**config.mk**
```make
export PLATFORM = sky130hd
export DESIGN_NAME = minsum_cnu
export DESIGN_NICKNAME = d
export VERILOG_FILES = /design/src/rtl/ldpc_pkg.sv /design/src/rtl/cnu_min_tracker.sv /design/src/rtl/minsum_cnu.sv
export SDC_FILE = /design/constraint.sdc
export NUM_CORES = 1
export LEC_CHECK = 0
export ABC_AREA = 1
export BUFFER_PORTS_ARGS = -buffer_cell sky130_fd_sc_hd__buf_2
export CAP_MARGIN = 0
export CORE_ASPECT_RATIO = 2
export CORE_MARGIN = 5
export CORE_UTILIZATION = 41
export DETAILED_ROUTE_END_ITERATION = 10
export PLACE_DENSITY = 0.55
export SYNTH_ARGS = -nofsm -noshare
export SYNTH_HDL_FRONTEND = slang
export SYNTH_SLANG_ARGS = --single-unit
```
**constraint.sdc**
```tcl
create_clock -name i_clk -period 7.5 [get_ports i_clk]
set_input_delay 0.375 -clock i_clk [delete_from_list [all_inputs] [get_ports i_clk]]
set_output_delay 0.375 -clock i_clk [all_outputs]
set_load 0.02 [all_outputs]
```
**src/rtl/ldpc_pkg.sv**
```systemverilog
// Shared widths, message types and helpers for the DG-LDPC check node datapath.
package ldpc_pkg;

  localparam int IN_W   = 10;
  localparam int OUT_W  = 6;
  localparam int MAXMAG = 2**(OUT_W-1) - 1;

  typedef logic signed [IN_W-1:0]  v2c_t;
  typedef logic signed [OUT_W-1:0] c2v_t;
  typedef logic        [OUT_W-2:0] mag_t;

  typedef enum logic [1:0] {IDLE, COLLECT, EMIT} cnu_state_t;

  localparam mag_t             MAXMAG_M  = mag_t'(MAXMAG);
  localparam logic [IN_W-1:0]  MAXMAG_IN = IN_W'(MAXMAG);

  // The most negative input has no positive twin, so it folds to the largest positive value first.
  function automatic mag_t sat_mag(input v2c_t x);
    logic [IN_W-1:0] a;
    if (!x[IN_W-1])
      a = x;
    else if (x == {1'b1, {(IN_W-1){1'b0}}})
      a = {1'b0, {(IN_W-1){1'b1}}};
    else
      a = -x;
    if (a > MAXMAG_IN)
      return MAXMAG_M;
    return a[OUT_W-2:0];
  endfunction

  function automatic c2v_t apply_sign(input mag_t m, input logic s);
    c2v_t ext;
    ext = c2v_t'({1'b0, m});
    return s ? -ext : ext;
  endfunction

endpackage

```
**src/rtl/cnu_min_tracker.sv**
```systemverilog
// Running sign product, smallest two magnitudes and position of the smallest for one check row.
module cnu_min_tracker
  import ldpc_pkg::*;
#(
  parameter int IDX_W = 3
) (
  input  logic             clk,
  input  logic             rst_n,
  input  logic             clear,
  input  logic             upd,
  input  mag_t             mag,
  input  logic             sign,
  input  logic [IDX_W-1:0] idx,
  output mag_t             min1,
  output mag_t             min2,
  output logic [IDX_W-1:0] idx1,
  output logic             sgn_tot,
  output mag_t             nxt_min1,
  output mag_t             nxt_min2,
  output logic [IDX_W-1:0] nxt_idx1,
  output logic             nxt_sgn
);

  // Strict compares keep the first minimum on ties, so equal smallest values leave min2 == min1.
  always_comb begin
    nxt_min1 = min1;
    nxt_min2 = min2;
    nxt_idx1 = idx1;
    nxt_sgn  = sgn_tot;
    if (upd) begin
      nxt_sgn = sgn_tot ^ sign;
      if (mag < min1) begin
        nxt_min2 = min1;
        nxt_min1 = mag;
        nxt_idx1 = idx;
      end else if (mag < min2) begin
        nxt_min2 = mag;
      end
    end
  end

  always_ff @(posedge clk) begin
    if (!rst_n || clear) begin
      min1    <= MAXMAG_M;
      min2    <= MAXMAG_M;
      idx1    <= '0;
      sgn_tot <= 1'b0;
    end else begin
      min1    <= nxt_min1;
      min2    <= nxt_min2;
      idx1    <= nxt_idx1;
      sgn_tot <= nxt_sgn;
    end
  end

endmodule

```
**src/rtl/minsum_cnu.sv**
```systemverilog
// Serial min-sum check node: collects one row of V2C beats, then replays one C2V per edge.
// Define OFFSET_MINSUM_EN to subtract OFFSET from every C2V magnitude (offset min-sum).
module minsum_cnu
  import ldpc_pkg::*;
#(
  parameter int MAX_DEG = 8,
  parameter int OFFSET  = 1
) (
  input  logic             i_clk,
  input  logic             i_rst_n,
  input  logic [IN_W-1:0]  i_v2c,
  input  logic             i_v2c_valid,
  input  logic             i_v2c_last,
  output logic             o_v2c_ready,
  output logic [OUT_W-1:0] o_c2v,
  output logic             o_c2v_valid,
  output logic             o_c2v_last,
  input  logic             i_c2v_ready,
  output logic             o_deg_err
);

  localparam int IDX_W = (MAX_DEG > 1) ? $clog2(MAX_DEG) : 1;
  localparam logic [IDX_W-1:0] LAST_BEAT = IDX_W'(MAX_DEG - 1);

`ifdef OFFSET_MINSUM_EN
  localparam bit OFFSET_ON = 1'b1;
`else
  localparam bit OFFSET_ON = 1'b0;
`endif
  localparam mag_t OFF_M = mag_t'(OFFSET_ON ? OFFSET : 0);

  // With a zero offset this is the identity, so plain min-sum shares the same path.
  function automatic mag_t apply_offset(input mag_t m);
    return (m > OFF_M) ? mag_t'(m - OFF_M) : '0;
  endfunction

  cnu_state_t       state;
  logic [IDX_W-1:0] cnt;
  logic [IDX_W-1:0] emit_idx;
  logic [IDX_W-1:0] last_idx;
  logic [MAX_DEG-1:0] sign_arr;

  logic             in_sign;
  mag_t             in_mag;
  logic             accept;
  logic             row_end;
  logic             c2v_hs;
  logic             row_done;
  logic [IDX_W-1:0] next_j;

  mag_t             min1, min2, nxt_min1, nxt_min2;
  logic [IDX_W-1:0] idx1, nxt_idx1;
  logic             sgn_tot, nxt_sgn;

  mag_t             first_mag, next_mag;
  logic             first_sign, next_sign;

  assign in_sign  = i_v2c[IN_W-1];
  assign in_mag   = sat_mag(v2c_t'(i_v2c));
  assign accept   = i_v2c_valid & o_v2c_ready;
  assign row_end  = accept & (i_v2c_last | (cnt == LAST_BEAT));
  assign c2v_hs   = o_c2v_valid & i_c2v_ready;
  assign row_done = c2v_hs & o_c2v_last;
  assign next_j   = emit_idx + 1'b1;

  cnu_min_tracker #(
    .IDX_W (IDX_W)
  ) u_tracker (
    .clk      (i_clk),
    .rst_n    (i_rst_n),
    .clear    (row_done),
    .upd      (accept),
    .mag      (in_mag),
    .sign     (in_sign),
    .idx      (cnt),
    .min1     (min1),
    .min2     (min2),
    .idx1     (idx1),
    .sgn_tot  (sgn_tot),
    .nxt_min1 (nxt_min1),
    .nxt_min2 (nxt_min2),
    .nxt_idx1 (nxt_idx1),
    .nxt_sgn  (nxt_sgn)
  );

  // The first C2V is built from the tracker's next values so it is ready the cycle after the last beat.
  always_comb begin
    first_mag  = (nxt_idx1 == '0) ? nxt_min2 : nxt_min1;
    first_sign = nxt_sgn ^ ((cnt == '0) ? in_sign : sign_arr[0]);
    next_mag   = (next_j == idx1) ? min2 : min1;
    next_sign  = sgn_tot ^ sign_arr[next_j];
  end

  always_ff @(posedge i_clk) begin
    if (!i_rst_n) begin
      state       <= IDLE;
      cnt         <= '0;
      emit_idx    <= '0;
      last_idx    <= '0;
      sign_arr    <= '0;
      o_v2c_ready <= 1'b0;
      o_c2v       <= '0;
      o_c2v_valid <= 1'b0;
      o_c2v_last  <= 1'b0;
      o_deg_err   <= 1'b0;
    end else begin
      case (state)
        IDLE, COLLECT: begin
          o_v2c_ready <= 1'b1;
          if (accept) begin
            sign_arr[cnt] <= in_sign;
            if (row_end) begin
              state       <= EMIT;
              cnt         <= '0;
              emit_idx    <= '0;
              last_idx    <= cnt;
              o_v2c_ready <= 1'b0;
              o_c2v       <= apply_sign(apply_offset(first_mag), first_sign);
              o_c2v_valid <= 1'b1;
              o_c2v_last  <= (cnt == '0);
              if (!i_v2c_last)
                o_deg_err <= 1'b1;
            end else begin
              state <= COLLECT;
              cnt   <= cnt + 1'b1;
            end
          end
        end
        EMIT: begin
          if (c2v_hs) begin
            if (o_c2v_last) begin
              state       <= IDLE;
              o_c2v       <= '0;
              o_c2v_valid <= 1'b0;
              o_c2v_last  <= 1'b0;
              o_v2c_ready <= 1'b1;
            end else begin
              emit_idx   <= next_j;
              o_c2v      <= apply_sign(apply_offset(next_mag), next_sign);
              o_c2v_last <= (next_j == last_idx);
            end
          end
        end
        default: state <= IDLE;
      endcase
    end
  end

endmodule
```
==> flow_summary.ini, run 1 <==
[sta]
post-route-min-period_ps = 3730
rsz0062_at_grt = false
worstMarginPinSlew_ps = 867
max_freq_mhz = 268
fin_skew_ps = 6.13
slew_viol_final = 0
fin_tns_setup_ps = 0
setup_viol = 0
min_period_over_period_pct = 49.8
hold_viol = 0
relSlewSlack_pct = 42.2

[run_status]
outcome = completed

[worst_setup_path]
arrival_ps = 3870
cp.required_ps = 7630
endpoint = o_c2v[2]
rr_worst_depth = 15
rrSetupSlack_ps = 4500
crit_type = in -> reg
endpoint_kind = flip-flop
start_kind = input pin
rr_endpoint = o_c2v[2]
critPathLaunch = i_v2c[0]
rr_startpoint = u_tracker.min1[2]
crit_fanout = 16

[hold_path]
hold_class = in -> reg
min-delay-start = i_v2c_last

[finish]
layout_common_cells = 94 x nand2_1, 56 x inv_1, 44 x nor2_1
drive_gt1_share_pct = 11.9
area_delta_synth_final_pct = 11.6
fin_nets = 483
final_common_cell = nand2_1
antenna-diode-count = 0
finish.utilization_pct = 46.4

[floorplan]
io-pin-count = 25
dieWidth_um = 69.1
core_um2 = 6890
initial_utilization_pct = 41.6
die_h_um = 128
rows = 43
die_area_um2 = 8860

[detailed_routing]
drt_wl_total_um = 8800
route.met2.wl_um = 5070
initialDrtViolationCount = 212
drt.antenna.violating_nets = 0
top_layer = met4
via_per_inst = 5.32
wl_met1_um = 2880
wl_met3_um = 244
wl_per_cell_um = 16.2
drt_drc_violations_left = 0
vias = 2884
firstDrtPassIters = 5

[clock_tree]
insertion_delay_ps = 280
cts_tree = yes
ctsHoldBuffers = 0
cts-root-buf = clkbuf_16
cts_buffers = 5
clock-sinks = 43
cts.repair.resized = 0
clk_pin_slew_ps = 60
htreeDepth = 2
cts_buffer_depth = 2
cts_setup_buffers = 0

[yosys]
synth_cell_types = 42
ys.flop_type = dfxtp_1
syn_inst = 428
syn_area_um2 = 2860
async_reset_ff_share_pct = 0
yosysWarnings = 0
synth_edf_count = 0
yosysSeqAreaShare_pct = 30.1
synth.ff_latch_count = 43
avgSynthCellArea_um2 = 6.69
synth_nets = 458

[global_routing]
grt_pass1_vias = 2876
grt_first_pass_wirelength_um = 13700
track_usage_pct = 20.1
grt_max_degree = 18
antenna_found_initial = 0
grt_overflow = 0

[placement]
place_hpwl_um = 7170
portBuffers = 24
gp_congestion = 0.902

[power]
p_leak_nw = 1.57
ir_drop_mv = 0.0895
power_density_nw_per_um2 = 206

[run]
maxCapViolCount = 0
## worst max-delay path: stages
cell	delay, ps
buf_2	110
inv_1	50
ha_1	200
nor2_1	80
nand3_1	80
nand2_1	70
nand2_1	50
nand2_2	80
nand2_1	130
nor2_1	230
inv_1	90
ha_1	330
nand2_1	90
nor2_1	70
a211oi_4	370
nand3_4	260
o21ai_2	220
nand3_2	180
nand2_1	100
nand2_1	100
ha_1	240
nor2_1	110
nand3_1	80
nand3_1	80
a31oi_1	70
## cell usage after synthesis, types with 2 or more instances
master    number  share of area (%)
ha_1          15                6.6
nor2_1        44                5.8
o22ai_1        3               0.66
clkbuf_1       5               0.66
nand2_1       94                 12
nand3_1       25                4.4
o31ai_1        2               0.52
o21ai_0       31                5.4
nor3_1         3               0.52
or2_2          3               0.66
a31oi_1        3               0.66
xor2_1         6                1.8
nand4_2        2               0.87
inv_1         56                7.3
a211oi_1       4                1.0
dfxtp_1       43                 30
a21oi_1       31                5.4
nand2_2        7                1.5
a311oi_1       8                2.4
clkinv_1       4               0.52
o21a_1         2               0.52
o21ai_1        6                1.0
nand3_2        2               0.70
xnor2_1        4                1.2
nand4_1        8                1.7
## worst min path at each step
stage	slack [ps]	depth (start not counted)	to
3_5_place_dp	460	1	o_deg_err
6_report	440	3	o_deg_err
5_1_grt	460	2	o_deg_err
4_1_cts	440	2	o_deg_err
2_1_floorplan	470	2	state[0]
3_3_place_gp	450	1	o_deg_err
## report_power, final
| part | switching [W] | leakage, nW | internal, W |
|---|---|---|---|
| sequential | 0.0000117 | 0.351 | 0.000243 |
| clock | 0.0000848 | 0.0628 | 0.000120 |
| combinational | 0.000137 | 1.15 | 0.0000641 |
## layer usage
layer	vias up	track usage, %
met5	-	0
met3	34	2.28
met1	1295	16.5
met4	0	15.7
li1	1478	-
met2	77	41.2
## cell type report
cell class / count / area [µm²]
repair buffers: 24 / 120
inverters: 62 / 234
multi-input cells: 317 / 1740
clock buffers: 6 / 129
fillers: 789 / 3690
well taps: 90 / 113
flip-flops and latches: 43 / 861
## through the flow
stage	total power, W	std cells	worst slack, ps	hold slack (ps)	instance area, µm²
global placement	0.000459	536	3520	447	3070
finish	0.000660	542	3770	443	3200
detailed placement	0.000460	536	3430	463	3070
floorplan	0.000405	428	4260	474	2860
CTS	0.000666	542	3720	444	3200
global route	0.000702	542	3310	462	3200
## flip-flops by register name, summed over array words and instances, names as in the netlist
name,cells
sign_arr,8
u_tracker.idx1,3
o_c2v,6
o_c2v_valid,1
o_v2c_ready,1
state,2
last_idx,3
cnt,3
o_deg_err,1
u_tracker.sgn_tot,1
u_tracker.min2,5
emit_idx,3
u_tracker.min1,5
o_c2v_last,1
## cell families (layout without fill, tap and decap cells)
group                    Yosys count  count (layout)  synth area share, %
buffers and inverters             68              92                 9.22
adder cells (fa/ha/maj)           15              15                 6.55
XOR/XNOR                          10              10                 3.06
flip-flops                        43              43                 30.1
AND/OR/NAND/NOR                  196             196                 31.1
AO/OA/AOI/OAI                     96              96                 20.0
No activity file was read; power rests on OpenSTA's default activity.
==> inputs of run 2 (changes only) <==
==> constraint.sdc (replaced) <==
create_clock -name i_clk -period 3.6 [get_ports i_clk]
set_input_delay 0.18 -clock i_clk [delete_from_list [all_inputs] [get_ports i_clk]]
set_output_delay 0.18 -clock i_clk [all_outputs]
set_load 0.02 [all_outputs]
==> run 2 against run 1 <==
Net effect:
- sequential power up 110%
- combinational power increased by 120%
- first-iteration DRC count decreased by 28%
- setup slack got worse by 3400 ps
- clock skew down 2.3 ps
- register-to-register slack worse by 3700 ps
- die area did not move
- non-clock buffer count grew 8
- hold slack worse by 190 ps
- global-route usage about the same
- final cell count increased by 1.8%
==> flow_summary.ini, run 2 (synthesis results as in run 1) <==
[finish]
final_cell_count_no_fill = 552
antenna-diode-count = 0
largest_reg_flops = 8
area_delta_synth_final_pct = 15.5
drive_gt1_share_pct = 15.4
reg.largest.list = sign_arr: 8 flops, o_c2v: 6 flops
fin_nets = 491
regMostFlops = sign_arr
layout_common_cells = 91 x nand2_1, 56 x inv_1, 43 x dfxtp_1
final_common_cell = nand2_1

[power]
switchingPower_w = 0.000507
p_leak_nw = 1.62
p_seq_share_pct = 36.2
power_density_nw_per_um2 = 441
combPwrFrac_pct = 30.6
intPower_w = 0.000952
p_sw_share_pct = 34.7
finalPower_w = 0.00146
clockPowerShare_pct = 33.3
ir_drop_mv = 0.189

[worst_setup_path]
crit_fanout = 5
crit_type = in -> reg
start_kind = input pin
critPathSlowestCell = a211oi_4
crit_path_frequent_cell = nand2_1
crit_cells = 29
endpoint_kind = flip-flop
cp.required_ps = 3780
rr_worst_depth = 20
crit_family = simple AND/OR/NAND/NOR gates
path_buf_inv = 5
arrival_ps = 3440
max_stage_delay_ps = 330

[clock_tree]
cts_setup_buffers = 0
clk_pin_slew_ps = 60
insertion_delay_ps = 290
clock-sinks = 43
cts-root-buf = clkbuf_16
cts_tree = yes
cts_buffer_depth = 2
htreeDepth = 2
cts_buffers = 5

[floorplan]
dieWidth_um = 69.1
initial_utilization_pct = 41.6
die_h_um = 128
io-pin-count = 25
die_area_um2 = 8860
core_um2 = 6890
rows = 43

[detailed_routing]
wl_per_cell_um = 15.9
via_per_inst = 5.24
drt_drc_violations_left = 0
drt_wl_total_um = 8780
firstDrtPassIters = 4
drt.antenna.violating_nets = 0
initialDrtViolationCount = 152
vias = 2892

[placement]
place_hpwl_um = 7190
dp.cells = 544
gp_congestion = 0.842
portBuffers = 24

[hold_path]
hold_class = in -> reg
hold_depth = 2

[run_status]
outcome = completed

[sta]
relSlewSlack_pct = 42.2
max_freq_mhz = 307
fin_skew_ps = 3.87
hold_viol = 0
rsz0062_at_grt = false
slew_viol_final = 0
setup_viol = 0
worstMarginPinSlew_ps = 866
min_period_over_period_pct = 90.6
post-route-min-period_ps = 3260

[run]
maxCapViolCount = 0

[global_routing]
antenna_found_initial = 0
grt_first_pass_wirelength_um = 13800
grt_pass1_vias = 2846
track_usage_pct = 20.1
grt_overflow = 0
grt_max_degree = 18
==> run 2: cell types whose count changed in the layout (fill, tap and decap cells not counted), sizes merged <==
cell / delta
clkbuf: +2
buf: +8
==> run 2: cell type report <==
type,count,area [µm²]
inverter,62,234
sequential,43,861
fill,794,3580
multi-input combinational,317,1760
timing repair buffer,32,184
tap,90,113
clock buffer,8,156
==> run 2: path summary, 6_finish.rpt <==
path                                   startpoint        end  slack (ps)
worst max-delay path                     i_v2c[0]   o_c2v[4]         340
worst min-delay path                      i_rst_n  o_deg_err         260
worst max register to register  u_tracker.min1[2]   o_c2v[4]         830
worst min register to register          o_deg_err  o_deg_err         470
==> run 2: power groups by stage <==
stage                     Combinational, W  Sequential, W  Clock, W
final                             0.000446       0.000528  0.000485
after global routing              0.000501       0.000530  0.000508
after CTS                         0.000442       0.000528  0.000492
after detailed placement          0.000441       0.000538         0
after global placement            0.000438       0.000538         0
after floorplan                   0.000299       0.000544         0
==> run 2: per-stage QoR <==
step / hold WS (ps) / setup slack, ps / setup TNS, ps / instance area [µm²] / util [%]
6_report: 258 / 340 / 0 / 3310 / 48.0
2_1_floorplan: 318 / 556 / 0 / 2860 / -
3_3_place_gp: 446 / 20.8 / 0 / 3130 / 45.4
5_1_grt: 272 / 25.9 / 0 / 3310 / 48.0
4_1_cts: 247 / 207 / 0 / 3280 / 47.7
3_5_place_dp: 452 / -71.2 / -95.6 / 3130 / 45.4
==> run 2: metal layers <==
layer	routed length (µm)	global-route usage, %
met1	2930	17.1
met2	5200	41.8
met3	166	2.12
met4	492	13.2
met5	0	0
==> run 2: repair_timing <==
| action | in CTS | in global routing |
|---|---|---|
| endpoints found under the setup margin | 0 | 3 |
| hold buffers | 0 | 0 |
| gates resized for setup | 0 | 8 |
